**src/rtl/alu_ctrl_md.sv**
```systemverilog
// EX-stage ALU control decode plus an iterative WIDTH-bit multiply/divide unit owning HI/LO.
// Optional build macro ALUCTL_MUL_EARLY_EN: multiplies finish once the remaining multiplier bits are zero.
module alu_ctrl_md #(
  parameter int WIDTH = 32,
  parameter int CNTW  = 6
) (
  input  logic             clk,
  input  logic             rst,
  input  logic             valid_in,
  input  logic [3:0]       ALUOp,
  input  logic [5:0]       Funct,
  input  logic [WIDTH-1:0] a,
  input  logic [WIDTH-1:0] b,
  output logic [3:0]       ALUControl,
  output logic             illegal,
  output logic [WIDTH-1:0] hilo_rdata,
  output logic             md_busy,
  output logic             stall
);

  localparam logic [3:0] CTL_AND  = 4'b0000;
  localparam logic [3:0] CTL_OR   = 4'b0001;
  localparam logic [3:0] CTL_ADD  = 4'b0010;
  localparam logic [3:0] CTL_NOR  = 4'b0011;
  localparam logic [3:0] CTL_XOR  = 4'b0100;
  localparam logic [3:0] CTL_SUB  = 4'b0110;
  localparam logic [3:0] CTL_SLT  = 4'b0111;
  localparam logic [3:0] CTL_SLTU = 4'b1000;
  localparam logic [3:0] CTL_SLL  = 4'b1001;
  localparam logic [3:0] CTL_SRL  = 4'b1010;
  localparam logic [3:0] CTL_SRA  = 4'b1011;
  localparam logic [3:0] CTL_HILO = 4'b1100;

  localparam logic [3:0] OP_ADD   = 4'b0000;
  localparam logic [3:0] OP_SUB   = 4'b0001;
  localparam logic [3:0] OP_RTYPE = 4'b0010;
  localparam logic [3:0] OP_AND   = 4'b0011;
  localparam logic [3:0] OP_OR    = 4'b0100;
  localparam logic [3:0] OP_XOR   = 4'b0101;
  localparam logic [3:0] OP_SLT   = 4'b0110;
  localparam logic [3:0] OP_SLTU  = 4'b0111;

  localparam logic [5:0] F_MFHI  = 6'b010000;
  localparam logic [5:0] F_MTHI  = 6'b010001;
  localparam logic [5:0] F_MFLO  = 6'b010010;
  localparam logic [5:0] F_MTLO  = 6'b010011;
  localparam logic [5:0] F_MULT  = 6'b011000;
  localparam logic [5:0] F_MULTU = 6'b011001;
  localparam logic [5:0] F_DIV   = 6'b011010;
  localparam logic [5:0] F_DIVU  = 6'b011011;

  localparam logic [1:0] S_IDLE = 2'd0;
  localparam logic [1:0] S_MUL  = 2'd1;
  localparam logic [1:0] S_DIV  = 2'd2;

  localparam logic [CNTW-1:0] LAST_ITER = CNTW'(WIDTH - 1);

  function automatic logic [WIDTH-1:0] magnitude(input logic [WIDTH-1:0] v, input logic is_signed);
    logic signed [WIDTH-1:0] sv;
    sv = $signed(v);
    return (is_signed && sv[WIDTH-1]) ? -v : v;
  endfunction

  function automatic logic [WIDTH-1:0] neg_w(input logic [WIDTH-1:0] v, input logic n);
    return n ? -v : v;
  endfunction

  function automatic logic [2*WIDTH-1:0] neg_2w(input logic [2*WIDTH-1:0] v, input logic n);
    return n ? -v : v;
  endfunction

  logic [1:0]         state;
  logic [CNTW-1:0]    cnt;
  logic [WIDTH-1:0]   hi, lo;

  logic [2*WIDTH-1:0] acc, mcand;
  logic [WIDTH-1:0]   mplier;
  logic [WIDTH-1:0]   rem, quo, divisor, a_raw;
  logic               neg_q, neg_r, div0;

  logic               is_rtype, op_mul, op_div, op_mthi, op_mtlo, op_mf, md_op, op_signed, idle;
  logic               start_mul, start_div, wr_hi, wr_lo;
  logic [WIDTH-1:0]   mag_a, mag_b;

  logic [2*WIDTH-1:0] acc_nxt, mul_res;
  logic [WIDTH-1:0]   mplier_nxt;
  logic               mul_done;
  logic [WIDTH:0]     div_shift, div_diff;
  logic [WIDTH-1:0]   rem_nxt, quo_nxt, div_hi, div_lo;
  logic               div_done;

  always_comb begin
    ALUControl = CTL_ADD;
    illegal    = 1'b0;
    case (ALUOp)
      OP_ADD:  ALUControl = CTL_ADD;
      OP_SUB:  ALUControl = CTL_SUB;
      OP_AND:  ALUControl = CTL_AND;
      OP_OR:   ALUControl = CTL_OR;
      OP_XOR:  ALUControl = CTL_XOR;
      OP_SLT:  ALUControl = CTL_SLT;
      OP_SLTU: ALUControl = CTL_SLTU;
      OP_RTYPE: begin
        case (Funct)
          6'b100000, 6'b100001: ALUControl = CTL_ADD;
          6'b100010, 6'b100011: ALUControl = CTL_SUB;
          6'b100100:            ALUControl = CTL_AND;
          6'b100101:            ALUControl = CTL_OR;
          6'b100110:            ALUControl = CTL_XOR;
          6'b100111:            ALUControl = CTL_NOR;
          6'b101010:            ALUControl = CTL_SLT;
          6'b101011:            ALUControl = CTL_SLTU;
          6'b000000:            ALUControl = CTL_SLL;
          6'b000010:            ALUControl = CTL_SRL;
          6'b000011:            ALUControl = CTL_SRA;
          F_MFHI, F_MFLO:       ALUControl = CTL_HILO;
          F_MULT, F_MULTU, F_DIV, F_DIVU, F_MTHI, F_MTLO: ALUControl = CTL_ADD;
          default: begin
            ALUControl = CTL_ADD;
            illegal    = 1'b1;
          end
        endcase
      end
      default: ALUControl = CTL_ADD;
    endcase
  end

  assign is_rtype  = (ALUOp == OP_RTYPE);
  assign op_mul    = is_rtype && (Funct == F_MULT || Funct == F_MULTU);
  assign op_div    = is_rtype && (Funct == F_DIV  || Funct == F_DIVU);
  assign op_mthi   = is_rtype && (Funct == F_MTHI);
  assign op_mtlo   = is_rtype && (Funct == F_MTLO);
  assign op_mf     = is_rtype && (Funct == F_MFHI || Funct == F_MFLO);
  assign md_op     = op_mul || op_div || op_mthi || op_mtlo || op_mf;
  assign op_signed = ~Funct[0];

  assign idle      = (state == S_IDLE);
  assign md_busy   = ~idle;
  assign stall     = valid_in && md_op && md_busy;
  assign start_mul = valid_in && op_mul && idle;
  assign start_div = valid_in && op_div && idle;
  assign wr_hi     = valid_in && op_mthi && idle;
  assign wr_lo     = valid_in && op_mtlo && idle;

  assign hilo_rdata = (is_rtype && Funct == F_MFHI) ? hi : lo;

  assign mag_a = magnitude(a, op_signed);
  assign mag_b = magnitude(b, op_signed);

  // Shift-add multiply: one multiplier bit retired per cycle.
  assign acc_nxt    = mplier[0] ? (acc + mcand) : acc;
  assign mplier_nxt = mplier >> 1;
  assign mul_res    = neg_2w(acc_nxt, neg_q);

`ifdef ALUCTL_MUL_EARLY_EN
  assign mul_done = (mplier_nxt == '0);
`else
  assign mul_done = (cnt == LAST_ITER);
`endif

  // Restoring divide: the dividend shifts out of quo into rem one bit per cycle.
  assign div_shift = {rem, quo[WIDTH-1]};
  assign div_diff  = div_shift - {1'b0, divisor};
  assign rem_nxt   = div_diff[WIDTH] ? div_shift[WIDTH-1:0] : div_diff[WIDTH-1:0];
  assign quo_nxt   = {quo[WIDTH-2:0], ~div_diff[WIDTH]};
  assign div_done  = (cnt == LAST_ITER);

  // Divide-by-zero returns the raw dividend in HI regardless of signedness.
  assign div_hi = div0 ? a_raw : neg_w(rem_nxt, neg_r);
  assign div_lo = div0 ? '1    : neg_w(quo_nxt, neg_q);

  always_ff @(posedge clk) begin
    if (rst) begin
      state <= S_IDLE;
      cnt   <= '0;
      hi    <= '0;
      lo    <= '0;
    end else begin
      case (state)
        S_IDLE: begin
          cnt <= '0;
          if (start_mul)      state <= S_MUL;
          else if (start_div) state <= S_DIV;
          if (wr_hi) hi <= a;
          if (wr_lo) lo <= a;
        end
        S_MUL: begin
          cnt <= cnt + CNTW'(1);
          if (mul_done) begin
            hi    <= mul_res[2*WIDTH-1:WIDTH];
            lo    <= mul_res[WIDTH-1:0];
            state <= S_IDLE;
          end
        end
        S_DIV: begin
          cnt <= cnt + CNTW'(1);
          if (div_done) begin
            hi    <= div_hi;
            lo    <= div_lo;
            state <= S_IDLE;
          end
        end
        default: state <= S_IDLE;
      endcase
    end
  end

  always_ff @(posedge clk) begin
    if (start_mul || start_div) begin
      mcand   <= {{WIDTH{1'b0}}, mag_a};
      mplier  <= mag_b;
      acc     <= '0;
      quo     <= mag_a;
      divisor <= mag_b;
      rem     <= '0;
      neg_q   <= op_signed && (a[WIDTH-1] ^ b[WIDTH-1]);
      neg_r   <= op_signed && a[WIDTH-1];
      div0    <= (b == '0);
      a_raw   <= a;
    end else if (state == S_MUL) begin
      acc    <= acc_nxt;
      mcand  <= mcand << 1;
      mplier <= mplier_nxt;
    end else if (state == S_DIV) begin
      rem <= rem_nxt;
      quo <= quo_nxt;
    end
  end

endmodule

```
**config.mk**
```make
export PLATFORM = sky130hd
export DESIGN_NAME = alu_ctrl_md
export DESIGN_NICKNAME = d
export VERILOG_FILES = /design/src/rtl/alu_ctrl_md.sv
export SDC_FILE = /design/constraint.sdc
export NUM_CORES = 1
export LEC_CHECK = 0
export ABC_AREA = 1
export CAP_MARGIN = 5
export CORE_AREA = 2 2 224 226
export CTS_BUF_LIST = sky130_fd_sc_hd__clkbuf_16
export DETAILED_ROUTE_END_ITERATION = 8
export DIE_AREA = 0 0 226 228
export PLACE_DENSITY = 0.81
export SLEW_MARGIN = 20
export SYNTH_ARGS = -nofsm -noshare
export SYNTH_HDL_FRONTEND = slang
export SYNTH_SLANG_ARGS = --single-unit
```
**constraint.sdc**
```tcl
create_clock -name clk -period 7.8 [get_ports clk]
set_input_delay 1.95 -clock clk [delete_from_list [all_inputs] [get_ports clk]]
set_output_delay 1.95 -clock clk [all_outputs]
set_load 0.02 [all_outputs]
```
==> impl_results.md <==
* CP Buf/Inv Count at 4
* Syn_nets at 5248
* Number of flops mapped to enable cells by yosys at 163
* Post-synthesis cell count at 5063
* Cell Area, Synth at 30490 sq um
* Hold Violations, Final at 0
* Crit share post-route at 80.05%
* Dpl hpwl at 84680 microns
* CP max stage delay at 600 ps
* Sequential share of power at 28.7%
* P_leak at 17.17 nW
* Status: finished clean
* Final setup fails at 0
* Root Buffer: clkbuf_16
* Commonest cells after routing, fill and taps aside: nand2_1 (1757), inv_1 (806), nor2_1 (507)
* Top layer in use: met5
* Slew HR at 23.79%
* RD Place Congestion at 1.041
* GR Overflow Total at 0
* CP Launch Type: input pin
* Cell variety after synth at 60
* Power Density at 246.1 nW/um^2
* P_int at 4.479 mW
* Syn_area_per_cell at 6.023 sq um
* Synth Register Bits at 363
* Crit path max fanout at 32
* Layout cells sized above 1 at 5.092%
* Met2 WL at 46480 microns
* Worst Hold Class: flop to flop
* Die Height at 228 microns
* Setup TNS at 0 ps
* Slew Viols, Final at 0
* Worst path most repeated cell: clkdlybuf4s50_1
* Vias/cell at 5.776
* Switch Pwr at 3.746 mW
* Die area at 51530 sq um
* Drt first pass iters at 8
* Comb pwr share at 46.8%
* Commonest non-fill, non-tap cell in the layout: nand2_1
* CTS sink count at 363
* Pre-CTS setup slack at 1637 ps
* TritonCTS clock tree: yes
* Routed Antenna Nets at 0
* Sw Ratio at 45.54%
* Area grow syn2layout at 9.597%
* Critical Path RT at 5850 ps
* CP endpoint kind: output port
* Site row count at 82
* Hold_buf cts at 0
* Clock Skews at 24.32 ps
* Critical Path AT at 4290 ps
* DRT iter0 DRCs at 4531
* Worst-path cell chain: clkdlybuf4s50_1 > nor2_1 > inv_1 > nor3_1 > nand2_1 > buf_4 > mux2_2 > clkdlybuf4s50_1
* Die Span X at 226 microns
* Clock share of power at 24.5%
* Initial antenna violation count at 3
* Max-cap violations at 0
* Metal3 WL at 13380 microns
* Vias in the first global route at 30170
* Worst vdd ir at 210.0 uV
* DRC viols at 0
* Crit Path Category: input pin to output port
* Core footprint at 49350 sq um
* Wire per inst at 18.89 microns
* Slew at the pin closest to its max-slew limit at 1129 ps
* Fmax at 160.1 MHz
* M1 WL at 43780 microns
* Layout Nets at 5276
* Placement Cell Area at 32040 sq um
* Max clock buf depth at 3
* Share of flip-flops with an asynchronous set or reset at 0%
* Yosys warning total at 0
* CTS clk-pin slew, worst paths at 60 ps
* Initial Utilization at 61.79%
* Largest net degree at the start of global routing at 146
* Critical path's top delay family: buffers and inverters
* PnR worst setup slack at 1556 ps
* Post-CTS sizing at 0
* Num CTS Buffers at 43
* First-pass GRT wire length at 168900 microns
* Via count at 33500
* Postcts setup bufs at 0
* Port bufs at 115
* Ports at 116
* RSZ-0062 raised after global routing: false
* Total GRT Usage at 42.05%
* Total wire length at 109500 microns
* Clk_lat worst skew at 610 ps
* Crit path time final at 6244 ps
* H-tree Lvls at 2
* Filler Cell Count at 4650
* Seq/Total Area, Yosys at 29.18%
* Post-route cell area at 33420 sq um
* CP max stage cell: clkdlybuf4s50_1
* Synth Flop Type: dfxtp_1
-- worst min-delay path, cell delays in order, from the launching register on --
cell	delay [ps]
dfxtp_1	310
inv_1	60
o22ai_1	70
-- worst paths after layout --
kind / from / end / slack [ps] / cells past startpoint
max: Funct[2] / hilo_rdata[27] / 1560 / 8
min: mcand[47] / mcand[48] / 490 / 2
max reg2reg: quo[31] / lo[30] / 2590 / 32
min reg2reg: mcand[47] / mcand[48] / 490 / 2
-- kinds of logic (layout without fill, tap and decap cells) --
family,after synthesis,after routing,share of synthesized area [%]
compound gates,647,647,11.97
xor+xnor,48,48,1.379
fa+ha+maj,108,108,4.481
buf+inv,965,1028,12.19
flops,363,363,29.18
mux,32,32,1.182
other cells,0,1,0
simple gates,2900,2900,39.62
-- cell usage after synthesis (all sizes together) (25+ instances only) --
library cell | n | area [sq um]
a21oi | 183 | 975.9
buf | 58 | 312.8
clkbuf | 100 | 375.4
dfxtp | 200 | 4004
edfxtp | 163 | 4895
ha | 106 | 1326
inv | 804 | 3018
mux2 | 32 | 360.4
nand2 | 1799 | 6895
nand3 | 384 | 1984
nand4 | 42 | 269.0
nor2 | 535 | 2101
nor3 | 79 | 425.4
o211ai | 40 | 300.3
o21ai | 296 | 1493
o22ai | 64 | 400.4
xor2 | 25 | 219.0
-- power by group through the flow --
stage               combinational, mW  sequential (mW)  clock (mW)
floorplan                        2.83             2.31           0
global placement                 3.70             2.39           0
detailed placement               3.74             2.39           0
CTS                              3.76             2.35        2.01
global route                     4.30             2.37        2.08
finish                           3.85             2.36        2.02
-- per-stage QoR --
| stage | hold WS, ps | cells | power [mW] | utilization, % |
|---|---|---|---|---|
| after floorplan | 450.9 | 5063 | 5.141 | - |
| after detailed placement | 485.9 | 5718 | 6.129 | 64.93 |
| after global placement | 481.3 | 5718 | 6.085 | 64.93 |
| final | 489.0 | 5799 | 8.224 | 67.72 |
| after global routing | 522.3 | 5798 | 8.753 | 67.72 |
| after CTS | 495.2 | 5798 | 8.127 | 67.71 |
-- area by class of cell --
cell class	instances	area [sq um]	area share (%)
multi-input cells	3735	17900	53.55
flip-flops and latches	363	8899	26.63
inverters	807	3032	9.071
repair buffers	141	1375	4.114
clock buffers	44	1101	3.295
well taps	672	840.8	2.516
clock inverters	36	272.8	0.8161
diodes	1	2.502	0.007488
-- registers in the layout, summed over array words and instances, names as in the netlist --
| name | flops |
|---|---|
| mplier | 32 |
| hi | 32 |
| state | 2 |
| rem | 32 |
| neg_q | 1 |
| quo | 32 |
| acc | 64 |
| lo | 32 |
| a_raw | 32 |
| div0 | 1 |
| cnt | 6 |
| neg_r | 1 |
| mcand | 64 |
| divisor | 32 |
-- layer usage --
layer  global-route usage, %  vias to the layer above
li1                        -                    16200
met1                   57.04                    15040
met2                   63.13                     1954
met3                   9.853                      295
met4                   19.68                        6
met5                       0                        -
Note: power is estimated with default switching activity, not from simulation.
